File: src/rtl/addr_decoder_seq_if.sv
// Request/response bundle between the arbiter and the switch-fabric address decoder.
// The master drives the request side and abort; the slave returns ready and the port select.
interface addr_decoder_seq_if #(
    parameter int unsigned ADDR_W = 4,
    parameter int unsigned HOLD_W = 8
);
    localparam int unsigned OUT_W = 2 ** ADDR_W;

    logic              in_valid;
    logic              in_ready;
    logic [ADDR_W-1:0] in_addr;
    logic              in_gray;
    logic [HOLD_W-1:0] in_hold;
    logic              abort;
    logic [OUT_W-1:0]  out_sel;
    logic [ADDR_W-1:0] out_index;
    logic              out_valid;

    modport master (
        output in_valid, in_addr, in_gray, in_hold, abort,
        input  in_ready, out_sel, out_index, out_valid
    );

    modport slave (
        input  in_valid, in_addr, in_gray, in_hold, abort,
        output in_ready, out_sel, out_index, out_valid
    );
endinterface

File: src/rtl/addr_decoder_seq.sv
// Registered binary/Gray address decoder for the switch fabric.
// Drives a one-hot column select for a programmable slot length, then releases it.
module addr_decoder_seq #(
    parameter int unsigned ADDR_W = 4,
    parameter int unsigned HOLD_W = 8
) (
    input  logic               clk,
    input  logic               rst_n,
    addr_decoder_seq_if.slave  bus
);
    localparam int unsigned OUT_W = 2 ** ADDR_W;

    typedef enum logic {
        S_IDLE = 1'b0,
        S_SLOT = 1'b1
    } state_t;

    state_t            state_q, state_d;
    logic [HOLD_W-1:0] rem_q, rem_d;
    logic [OUT_W-1:0]  sel_q, sel_d;
    logic [ADDR_W-1:0] index_q, index_d;
    logic              valid_q, valid_d;

    logic              last_c;
    logic              ready_c;
    logic              accept_c;
    logic [ADDR_W-1:0] bin_c;
    logic [HOLD_W-1:0] hold_c;

    // Gray to binary: each binary bit is the XOR of all Gray bits at or above it.
    function automatic logic [ADDR_W-1:0] gray2bin(input logic [ADDR_W-1:0] g);
        logic [ADDR_W-1:0] b;
        b[ADDR_W-1] = g[ADDR_W-1];
        for (int i = int'(ADDR_W) - 2; i >= 0; i--) begin
            b[i] = b[i+1] ^ g[i];
        end
        return b;
    endfunction

    assign last_c   = (rem_q == HOLD_W'(1));
    assign ready_c  = ((state_q == S_IDLE) || last_c) && !bus.abort;
    assign accept_c = bus.in_valid && ready_c;
    assign bin_c    = bus.in_gray ? gray2bin(bus.in_addr) : bus.in_addr;
    assign hold_c   = (bus.in_hold == '0) ? HOLD_W'(1) : bus.in_hold;

    // State and output registers
    always_ff @(posedge clk or negedge rst_n) begin
        if (!rst_n) begin
            state_q <= S_IDLE;
            rem_q   <= '0;
            sel_q   <= '0;
            index_q <= '0;
            valid_q <= 1'b0;
        end else begin
            state_q <= state_d;
            rem_q   <= rem_d;
            sel_q   <= sel_d;
            index_q <= index_d;
            valid_q <= valid_d;
        end
    end

    // Next state: abort dominates, an accept on the last slot cycle chains straight into a new slot
    always_comb begin
        state_d = state_q;
        if (bus.abort) begin
            state_d = S_IDLE;
        end else if (accept_c) begin
            state_d = S_SLOT;
        end else if ((state_q == S_SLOT) && last_c) begin
            state_d = S_IDLE;
        end
    end

    // Next values of the slot counter and the registered select outputs
    always_comb begin
        rem_d   = rem_q;
        sel_d   = sel_q;
        index_d = index_q;
        valid_d = valid_q;
        if (bus.abort) begin
            rem_d   = '0;
            sel_d   = '0;
            index_d = '0;
            valid_d = 1'b0;
        end else if (accept_c) begin
            rem_d   = hold_c;
            sel_d   = OUT_W'(1) << bin_c;
            index_d = bin_c;
            valid_d = 1'b1;
        end else if (state_q == S_SLOT) begin
            if (last_c) begin
                rem_d   = '0;
                sel_d   = '0;
                index_d = '0;
                valid_d = 1'b0;
            end else begin
                rem_d = rem_q - HOLD_W'(1);
            end
        end
    end

    assign bus.in_ready  = ready_c;
    assign bus.out_sel   = sel_q;
    assign bus.out_index = index_q;
    assign bus.out_valid = valid_q;
endmodule
File: src/flat_wrapper.sv
// flat-port wrapper written by rule: the top's interface ports become plain ports
module addr_decoder_seq_flat 
#(
    parameter int unsigned ADDR_W = 4,
    parameter int unsigned HOLD_W = 8
)
  (clk, rst_n, bus_in_valid, bus_in_addr, bus_in_gray, bus_in_hold, bus_abort, bus_in_ready, bus_out_sel, bus_out_index, bus_out_valid);
  addr_decoder_seq_if #(.ADDR_W(ADDR_W), .HOLD_W(HOLD_W)) bus_i ();
  input  logic clk;
  input  logic rst_n;
  input wire logic [$bits(bus_i.in_valid)-1:0] bus_in_valid;
  input wire logic [$bits(bus_i.in_addr)-1:0] bus_in_addr;
  input wire logic [$bits(bus_i.in_gray)-1:0] bus_in_gray;
  input wire logic [$bits(bus_i.in_hold)-1:0] bus_in_hold;
  input wire logic [$bits(bus_i.abort)-1:0] bus_abort;
  output wire logic [$bits(bus_i.in_ready)-1:0] bus_in_ready;
  output wire logic [$bits(bus_i.out_sel)-1:0] bus_out_sel;
  output wire logic [$bits(bus_i.out_index)-1:0] bus_out_index;
  output wire logic [$bits(bus_i.out_valid)-1:0] bus_out_valid;
  assign bus_i.in_valid = bus_in_valid;
  assign bus_i.in_addr = bus_in_addr;
  assign bus_i.in_gray = bus_in_gray;
  assign bus_i.in_hold = bus_in_hold;
  assign bus_i.abort = bus_abort;
  assign bus_in_ready = bus_i.in_ready;
  assign bus_out_sel = bus_i.out_sel;
  assign bus_out_index = bus_i.out_index;
  assign bus_out_valid = bus_i.out_valid;
  addr_decoder_seq #(.ADDR_W(ADDR_W), .HOLD_W(HOLD_W)) u_core (.clk(clk), .rst_n(rst_n), .bus(bus_i));
endmodule
File: config.mk
export PLATFORM = sky130hd
export DESIGN_NAME = addr_decoder_seq_flat
export DESIGN_NICKNAME = d
export VERILOG_FILES = /design/src/rtl/addr_decoder_seq_if.sv /design/src/rtl/addr_decoder_seq.sv /design/src/flat_wrapper.sv
export SDC_FILE = /design/constraint.sdc
export NUM_CORES = 1
export LEC_CHECK = 0
export CAP_MARGIN = 10
export CELL_PAD_IN_SITES_DETAIL_PLACEMENT = 1
export CELL_PAD_IN_SITES_GLOBAL_PLACEMENT = 1
export CORE_MARGIN = 5
export CORE_UTILIZATION = 38
export CTS_CLUSTER_SIZE = 14
export DETAILED_ROUTE_END_ITERATION = 7
export GPL_TIMING_DRIVEN = 0
export PLACE_DENSITY_LB_ADDON = 0.25
export SYNTH_ARGS = -nofsm -noshare
export SYNTH_HDL_FRONTEND = slang
export SYNTH_SLANG_ARGS = --single-unit
File: constraint.sdc
create_clock -name clk -period 2.45 [get_ports clk]
set_input_delay 0.6125 -clock clk [delete_from_list [all_inputs] [get_ports clk]]
set_output_delay 0.6125 -clock clk [all_outputs]
set_load 0.05 [all_outputs]
# After elaboration in Yosys (flattened, before gate mapping)
# Cells that the tools add are included.
# Widths: inputs -> output; s select.
dict set report totals {
  regBits 30
  in_bits 17
  out_inout_bits 22
  word_cells 43
}
dict set report op_classes {
  addsub 1
  eq_ne 1
  shift 1
  n_mux 21
  bitwise 4
  reduce_logical 10
}
# op count
set op_table {}
lappend op_table {{$mux 16} 4}
lappend op_table {{$mux 8} 5}
lappend op_table {{$mux 4} 4}
lappend op_table {{$shl 1x4->16 const A} 1}
lappend op_table {{$reduce_bool 3->1} 3}
lappend op_table {{$eq 8x1->1 const B} 1}
lappend op_table {{$logic_not 8->1} 1}
lappend op_table {{$sub 8x1->8 const B} 1}
lappend op_table {{$mux 1} 7}
lappend op_table {{$logic_and 1x1->1} 3}
lappend op_table {{$mux 3} 1}
lappend op_table {{$xor 1x1->1} 3}
lappend op_table {{$reduce_and 2->1} 1}
lappend op_table {{$logic_not 1->1} 1}
lappend op_table {{$logic_or 1x1->1} 1}
lappend op_table {{$not 1->1} 1}

# Logic depth before layout (Yosys ltp)
# Gate-level depths: netlist of run 1.
dict set report logic_depth {
  word_depth 7
  depth_mapped 7
  mapped_depth_nobuf 6
}

# Worst setup path before layout of run 1
# No wires, ideal clock.
dict set report synth_timing {
  path_kind {reg-to-output}
  start {reg u_core.rem_q[1]}
  end {out bus_in_ready}
  arrival_ns 1.981
  required_ns 1.837
  slack_ns -0.144
  path_stages_with_launch 6
  n_path_buf 0
  cell_sequence {dfrtp_1 -> inv_1 -> ha_1 -> nor3b_1 -> nand2_1 -> a21oi_1}
}
dict set report synth_between {
  elab_chain_cells 3
}
# item line
set synth_lines {}
lappend synth_lines {{start: declaration} addr_decoder_seq.sv:19} ;# logic [HOLD_W-1:0] rem_q, rem_d;
lappend synth_lines {{start signal: assignment} addr_decoder_seq.sv:56} ;# rem_q <= rem_d;
lappend synth_lines {{$eq 8x1->1} addr_decoder_seq.sv:40} ;# assign last_c = (rem_q == HOLD_W'(1));
lappend synth_lines {{$logic_or 1x1->1} addr_decoder_seq.sv:41} ;# assign ready_c = ((state_q == S_IDLE) || last_c) && !bus.abort;
lappend synth_lines {{$logic_and 1x1->1} addr_decoder_seq.sv:41}
lappend synth_lines {{end: declaration} flat_wrapper.sv:16} ;# output wire logic [$bits(bus_i.in_ready)-1:0] bus_in_ready;
# Every way passes these cells.

# Final worst setup path of run 1
# Ends and elaborated chain as after synthesis.

==> results of run 1 <==
routing by layer:
layer	up-vias	routed length [um]	global-route usage (%)
met5	-	0	0
met4	0	114	8.185
met3	12	191	4.621
met2	37	2423	29.37
met1	768	2108	20.65
li1	685	-	-
flip-flops by register name, indices dropped and copies added (netlist names):
| register | flops |
|---|---|
| u_core.state_q | 1 |
| u_core.bus.out_index | 4 |
| u_core.bus.out_sel | 16 |
| u_core.bus.out_valid | 1 |
| u_core.rem_q | 8 |
stage by stage:
step / std cells / area [um2] / hold slack, ns / setup TNS [ns]
CTS: 256 / 2222 / 0.4835 / 0
floorplan: 157 / 1655 / 0.3169 / 0
finish: 256 / 2228 / 0.4796 / 0
detailed placement: 247 / 2106 / 0.4690 / -0.8019
global placement: 246 / 2091 / 0.4608 / -0.5476
global route: 256 / 2228 / 0.5071 / 0
worst max-delay path, cell delays in order, from the launching register on:
cell and delay, ns:
dfrtp_1 0.41, inv_1 0.10, ha_1 0.21, nor3b_4 0.27
nand2_2 0.14, a21oi_2 0.18, buf_6 0.17
cell usage after synthesis, types with 2 or more instances:
master and n:
inv_1 7, xor2_1 2, buf_2 5, nor4_1 2
xnor2_1 2, a21o_1 3, nor3b_1 4, nor2_1 11
nor2b_1 3, a21oi_1 5, o211ai_1 2, o21ai_0 4
a311oi_1 3, and3_1 3, nand2b_1 3, ha_1 2
dfrtp_1 30, nand3_1 8, a32o_1 16, nand2_1 14
layout by cell type (no fill, tap or decap), types with 3 or more instances in the layout:
cell and count:
nand2b_1 3, clkdlybuf4s50_1 36, and3_1 3, nor2b_1 3, a32o_1 16, inv_1 7, a21o_1 3, a311oi_1 3
nor2_1 11, nand3_1 8, dfrtp_1 30, clkbuf_8 6, a21oi_1 4, nand2_1 13, o21ai_0 4, buf_2 5
nor3b_1 3
power by group through the flow:
stage / Combinational (mW) / Clock (mW) / Sequential (mW)
finish: 0.400 / 0.412 / 0.586
global route: 0.435 / 0.441 / 0.591
CTS: 0.398 / 0.424 / 0.584
detailed placement: 0.384 / 0 / 0.587
global placement: 0.366 / 0 / 0.582
floorplan: 0.218 / 0 / 0.612
cells by family (layout without fill, tap and decap cells):
group,Yosys count,count (layout)
buf+inv,15,62
mux,3,3
flops,30,30
simple gates,58,58
fa+ha+maj,2,2
xor+xnor,5,5
compound gates,44,44
area by class of cell:
type                    instances  share of cell area [%]
repair buffers                 39                   17.69
well taps                      52                   2.920
plain buffers                   8                   2.134
clock inverters                 1                  0.2246
flip-flops and latches         30                   33.69
inverters                       7                   1.179
clock buffers                   7                   3.874
multi-input cells             112                   38.29
final timing paths:
kind / from / endpoint / slack, ns / cells after the start
hold / removal: u_core.bus.out_index[3]$_DFFE_PN0P_ / u_core.bus.out_index[3]$_DFFE_PN0P_ / 0.48 / 1
hold reg to reg: u_core.bus.out_index[3]$_DFFE_PN0P_ / u_core.bus.out_index[3]$_DFFE_PN0P_ / 0.48 / 1
min in group asynchronous: rst_n / u_core.rem_q[7]$_DFFE_PN0P_ / 0.83 / 1
setup reg to reg: u_core.rem_q[1]$_DFFE_PN0P_ / u_core.bus.out_sel[2]$_DFFE_PN0P_ / 0.27 / 7
max in group asynchronous: rst_n / u_core.bus.out_sel[7]$_DFFE_PN0P_ / 1.03 / 2
setup / recovery: u_core.rem_q[1]$_DFFE_PN0P_ / bus_in_ready / 0.08 / 6
what timing repair did:
item | 4_1_cts | 5_1_grt
gates resized for setup | 9 | 2
setup buffers | 1 | 0
endpoints found under the setup margin | 1 | 1
==> results.py, run 1 <==
metrics = {
    "status": {
        "run_status": "finished clean",
    },
    "sta": {
        "finalMaxSlewViolations": 0,
        "period_needed_ns": 2.371,
        "relSlewSlack_pct": 41.08,
        "setup_ws_ns": 0.07865,
        "post-route-period-util_pct": 96.79,
        "fmax_mhz": 421.7,
        "setup_violations": 0,
        "rsz0062_at_grt": "no",
        "hold_viol": 0,
        "fin_skew_ns": 0.005488,
        "tightest_slew_ns": 0.8810,
    },
    "pwr": {
        "clockPowerShare_pct": 29.5,
        "pwr-share-seq_pct": 41.9,
        "internal_power_mw": 0.9236,
        "combPwrFrac_pct": 28.6,
        "leakagePower_nw": 0.9495,
        "power_per_cell_area_mw_per_mm2": 627.2,
        "power_switching_mw": 0.4740,
        "irDropWorstVdd_mv": 0.3236,
        "finalPower_mw": 1.398,
        "sw_frac_of_total_pct": 33.92,
    },
    "final_layout": {
        "insertedDiodeCount": 0,
        "area_growth_pct": 34.92,
        "multi_input_area_um2": 853.3,
        "fin_util_pct": 51.89,
        "seq_area_um2": 750.7,
        "nets": 222,
        "drive_gt1_share_pct": 16.67,
        "fill_cells": 472,
    },
    "critical_path": {
        "end_kind": "output port",
        "cp.required_ns": 1.84,
        "path_class": "flip-flop to output port",
        "crit_fanout": 5,
        "critPathLaunchType": "flip-flop",
        "crit_arrival_ns": 1.76,
    },
    "synthesis": {
        "synth_top_area_share_pct": 45.45,
        "syn_inst": 157,
        "synthMuxAreaShare_pct": 2.197,
        "yosys.area_share.simple_pct": 20.68,
        "async_reset_ff_share_pct": 100.0,
        "synth.area.top_cells": "dfrtp_1 45%, a32o_1 9.7%, nand2_1 3.2%",
        "synthXorXnorAreaFrac_pct": 3.106,
        "netlist_area_mm2": 0.001652,
        "yosysWarnings": 0,
        "yosysTopAreaCell": "dfrtp_1",
        "synth-seq-cells": 30,
        "synth_compound_area_share_pct": 22.58,
        "ys.flop_type": "dfrtp_1",
        "ys_seq_area_share_pct": 45.45,
        "synth_edf_count": 0,
        "synth_top_family_by_area": "compound AO/OA/AOI/OAI gates",
        "synthAdderAreaFrac_pct": 1.515,
        "syn_nets": 176,
        "synth.distinct_cells": 48,
        "syn_area_per_cell_um2": 10.52,
    },
    "flow_run": {
        "cap_violations": 0,
    },
    "clocking": {
        "cts_hold_buf": 0,
        "cts-root-buf": "clkbuf_8",
        "h-tree-depth": 2,
        "cts_tree": "built",
        "clock_latency_ns": 0.28,
        "cts_buffers": 5,
        "clock_sinks": 30,
        "clk_pin_slew_worst_paths_ns": 0.06,
        "cts_max_path_buffers": 2,
    },
    "floorplan": {
        "die_h_um": 75.93,
        "initial_core_util_pct": 38.46,
        "core_mm2": 0.004294,
        "dieArea_mm2": 0.005765,
        "die-width_um": 75.93,
        "rows": 24,
        "io_pins": 39,
    },
    "global_routing": {
        "grt_pass1_wl_um": 8169,
        "grt_pass1_vias": 1664,
        "track_usage_pct": 17.50,
        "antenna_found_initial": 0,
        "grt_max_degree": 19,
        "overflow": 0,
    },
    "min_path": {
        "hold_path.class": "flip-flop to flip-flop",
    },
    "detailed_routing": {
        "drt-total-wl_um": 4838,
        "dr.pass1.iters": 4,
        "wl_per_cell_um": 18.90,
        "num_vias": 1502,
        "ant_nets": 0,
        "drt_iter0_markers": 77,
        "drc": 0,
        "via_per_inst": 5.867,
    },
    "placed_design": {
        "place.gp.congestion": 0.8009,
        "dpl_worst_slack_ns": -0.6399,
        "portBuffers": 37,
        "dp_hpwl_um": 3724,
    },
}
Power figures use the tool's default switching activity.
==> run 2, diff against run 1 <==
--- a/config.mk
+++ b/config.mk
@@ -5,6 +5,7 @@
 export SDC_FILE = /design/constraint.sdc
 export NUM_CORES = 1
 export LEC_CHECK = 0
+export ABC_CLOCK_PERIOD_IN_PS = 2450
 export CAP_MARGIN = 10
 export CELL_PAD_IN_SITES_DETAIL_PLACEMENT = 1
 export CELL_PAD_IN_SITES_GLOBAL_PLACEMENT = 1
@@ -13,6 +14,7 @@
 export CTS_CLUSTER_SIZE = 14
 export DETAILED_ROUTE_END_ITERATION = 7
 export GPL_TIMING_DRIVEN = 0
+export HOLD_SLACK_MARGIN = 0.1
 export PLACE_DENSITY_LB_ADDON = 0.25
 export SYNTH_ARGS = -nofsm -noshare
 export SYNTH_HDL_FRONTEND = slang
==> results of run 2 <==
No change in the layout: final DEF, timing and power equal those of run 1.
==> run 3, diff against run 2 <==
--- a/config.mk
+++ b/config.mk
@@ -10,10 +10,10 @@
 export CELL_PAD_IN_SITES_DETAIL_PLACEMENT = 1
 export CELL_PAD_IN_SITES_GLOBAL_PLACEMENT = 1
 export CORE_MARGIN = 5
-export CORE_UTILIZATION = 38
+export CORE_UTILIZATION = 40
 export CTS_CLUSTER_SIZE = 14
 export DETAILED_ROUTE_END_ITERATION = 7
-export GPL_TIMING_DRIVEN = 0
+export DONT_BUFFER_PORTS = 1
 export HOLD_SLACK_MARGIN = 0.1
 export PLACE_DENSITY_LB_ADDON = 0.25
 export SYNTH_ARGS = -nofsm -noshare
==> run 3 against run 2 <==
Routed wire length shrank 9.3%. Final cell count fell by 17%. Clock-buffer cell count is 1 lower. Clock skew rose by 0.00061 ns. Non-clock buffer count fell by 42. Sequential cell count is the same. Critical path depth stayed put. Sequential power grew 7.2%. Setup slack better by 0.063 ns. Via count fell by 13%. Largest power group unchanged.
==> results.py, run 3 (synthesis gave the netlist of run 1 again) <==
metrics = {
    "final_layout": {
        "drive_gt1_share_pct": 18.52,
        "final_cell_count_no_fill": 212,
        "multi_input_area_um2": 847.1,
        "fill_cells": 451,
        "area_growth_pct": 11.67,
        "final_cell_mix": "30 x dfrtp_1, 16 x a32o_1, 13 x nand2_1, 11 x nor2_1, 8 x nand3_1",
        "nets": 180,
        "largest_reg_flops": 16,
        "layout_commonest_cell": "dfrtp_1",
        "fin_util_pct": 46.11,
        "insertedDiodeCount": 0,
        "seq_area_um2": 750.7,
    },
    "clocking": {
        "cts_max_path_buffers": 2,
        "clock_sinks": 30,
        "cts-root-buf": "clkbuf_8",
        "h-tree-depth": 2,
        "cts_tree": "built",
        "clock_latency_ns": 0.28,
        "cts_buffers": 5,
        "clk_pin_slew_worst_paths_ns": 0.07,
    },
    "pwr": {
        "leakagePower_nw": 0.7974,
        "irDropWorstVdd_mv": 0.3773,
        "pwr-share-seq_pct": 47.3,
        "internal_power_mw": 0.8809,
        "clockPowerShare_pct": 30.8,
        "sw_frac_of_total_pct": 33.64,
        "power_switching_mw": 0.4465,
        "power_per_cell_area_mw_per_mm2": 719.7,
        "combPwrFrac_pct": 21.9,
    },
    "placed_design": {
        "place_inst": 203,
        "portBuffers": 0,
        "place.gp.congestion": 0.8639,
        "dpl_worst_slack_ns": 0.2632,
        "dp_hpwl_um": 3440,
    },
    "global_routing": {
        "grt_pass1_wl_um": 7265,
        "antenna_found_initial": 0,
        "track_usage_pct": 17.68,
        "grt_max_degree": 31,
        "overflow": 0,
        "grt_pass1_vias": 1488,
    },
    "floorplan": {
        "die_h_um": 74.26,
        "die-width_um": 74.26,
        "io_pins": 39,
        "initial_core_util_pct": 41.29,
        "core_mm2": 0.004000,
        "rows": 23,
        "dieArea_mm2": 0.005514,
    },
    "sta": {
        "tightest_slew_ns": 0.6205,
        "finalMaxSlewViolations": 0,
        "rsz0062_at_grt": "no",
        "period_needed_ns": 2.308,
        "setup_ws_ns": 0.1415,
        "hold_ws_ns": 0.1491,
        "setup_violations": 0,
        "setup_tns_ns": 0,
        "fin_skew_ns": 0.006102,
        "post-route-period-util_pct": 94.22,
        "fmax_mhz": 433.2,
        "hold_viol": 0,
        "relSlewSlack_pct": 58.41,
    },
    "critical_path": {
        "path_class": "flip-flop to output port",
        "crit_fanout": 5,
        "r2r_setup_slack_ns": 0.50,
        "crit_arrival_ns": 1.70,
        "cp.required_ns": 1.84,
        "critPathLaunchType": "flip-flop",
        "end_kind": "output port",
    },
    "detailed_routing": {
        "wl_per_cell_um": 20.71,
        "num_vias": 1301,
        "ant_nets": 0,
        "drc": 0,
        "drt-total-wl_um": 4390,
        "dr.pass1.iters": 4,
        "via_per_inst": 6.137,
        "drt_iter0_markers": 54,
    },
    "status": {
        "run_status": "finished clean",
    },
    "flow_run": {
        "cap_violations": 0,
    },
    "min_path": {
        "hold_path.class": "input pin to asynchronous set/reset pin",
    },
}
run 3: cell count changes in the layout (fill, tap and decap cells not counted):
| cell | change |
|---|---|
| buf_8 | -1 |
| nor3b_2 | +1 |
| buf_6 | -2 |
| clkbuf_1 | -2 |
| clkinvlp_4 | +1 |
| buf_4 | +1 |
| buf_2 | -5 |
| clkdlybuf4s50_1 | -36 |
| nor3b_4 | -1 |
| buf_12 | +2 |
run 3: power by group through the flow:
stage	Combinational (mW)	Sequential [mW]	Clock, mW
after CTS	0.291	0.627	0.419
final	0.291	0.628	0.409
after global routing	0.321	0.634	0.450
after floorplan	0.218	0.612	0
after detailed placement	0.271	0.631	0
after global placement	0.262	0.625	0
run 3: layout make-up:
class                      instances  share of cell area [%]
clock buffer                       6                   4.478
clock inverter                     2                  0.6784
inverter                           7                   1.425
multi-input combinational        112                   45.93
sequential                        30                   40.71
tap                               50                   3.392
timing repair buffer               5                   3.392
run 3: metrics by stage:
stage,power [mW],area [um2]
2_1_floorplan,0.8300,1655
3_3_place_gp,0.8868,1713
3_5_place_dp,0.9015,1713
4_1_cts,1.336,1842
5_1_grt,1.405,1844
6_report,1.327,1844
run 3: per-layer routing:
metal / vias to the layer above / share of wire [%] / GRT usage [%]
li1: 604 / - / -
met3: 9 / 6.6 / 5.811
met4: 0 / 1.7 / 6.324
met1: 657 / 38 / 18.79
met5: - / 0 / 0
met2: 31 / 54 / 32.58
run 3: final timing paths:
check	startpoint	to	depth (start not counted)
min	rst_n	u_core.bus.out_sel[1]$_DFFE_PN0P_	1
max	u_core.rem_q[1]$_DFFE_PN0P_	bus_in_ready	6
max in group asynchronous	rst_n	u_core.bus.out_sel[12]$_DFFE_PN0P_	1
max reg2reg	u_core.rem_q[1]$_DFFE_PN0P_	u_core.bus.out_sel[12]$_DFFE_PN0P_	7
min in group clk	bus_abort	u_core.rem_q[7]$_DFFE_PN0P_	1
min reg2reg	u_core.rem_q[3]$_DFFE_PN0P_	u_core.rem_q[3]$_DFFE_PN0P_	2
run 3: worst max-delay path: stages (launching register included):
cell     delay [ns]
dfrtp_1        0.42
inv_1          0.10
ha_1           0.18
nor3b_2        0.23
nand2_2        0.13
a21oi_2        0.20
buf_12         0.16
run 3: what timing repair did:
action / in CTS / in global routing
pin swaps: 0 / 1
endpoints found under the setup margin: 1 / 1
hold buffers: 1 / 0
setup buffers: 0 / 0
cloned: 0 / 0
resized for setup: 2 / 1
hold endpoints to repair: 30 / 0
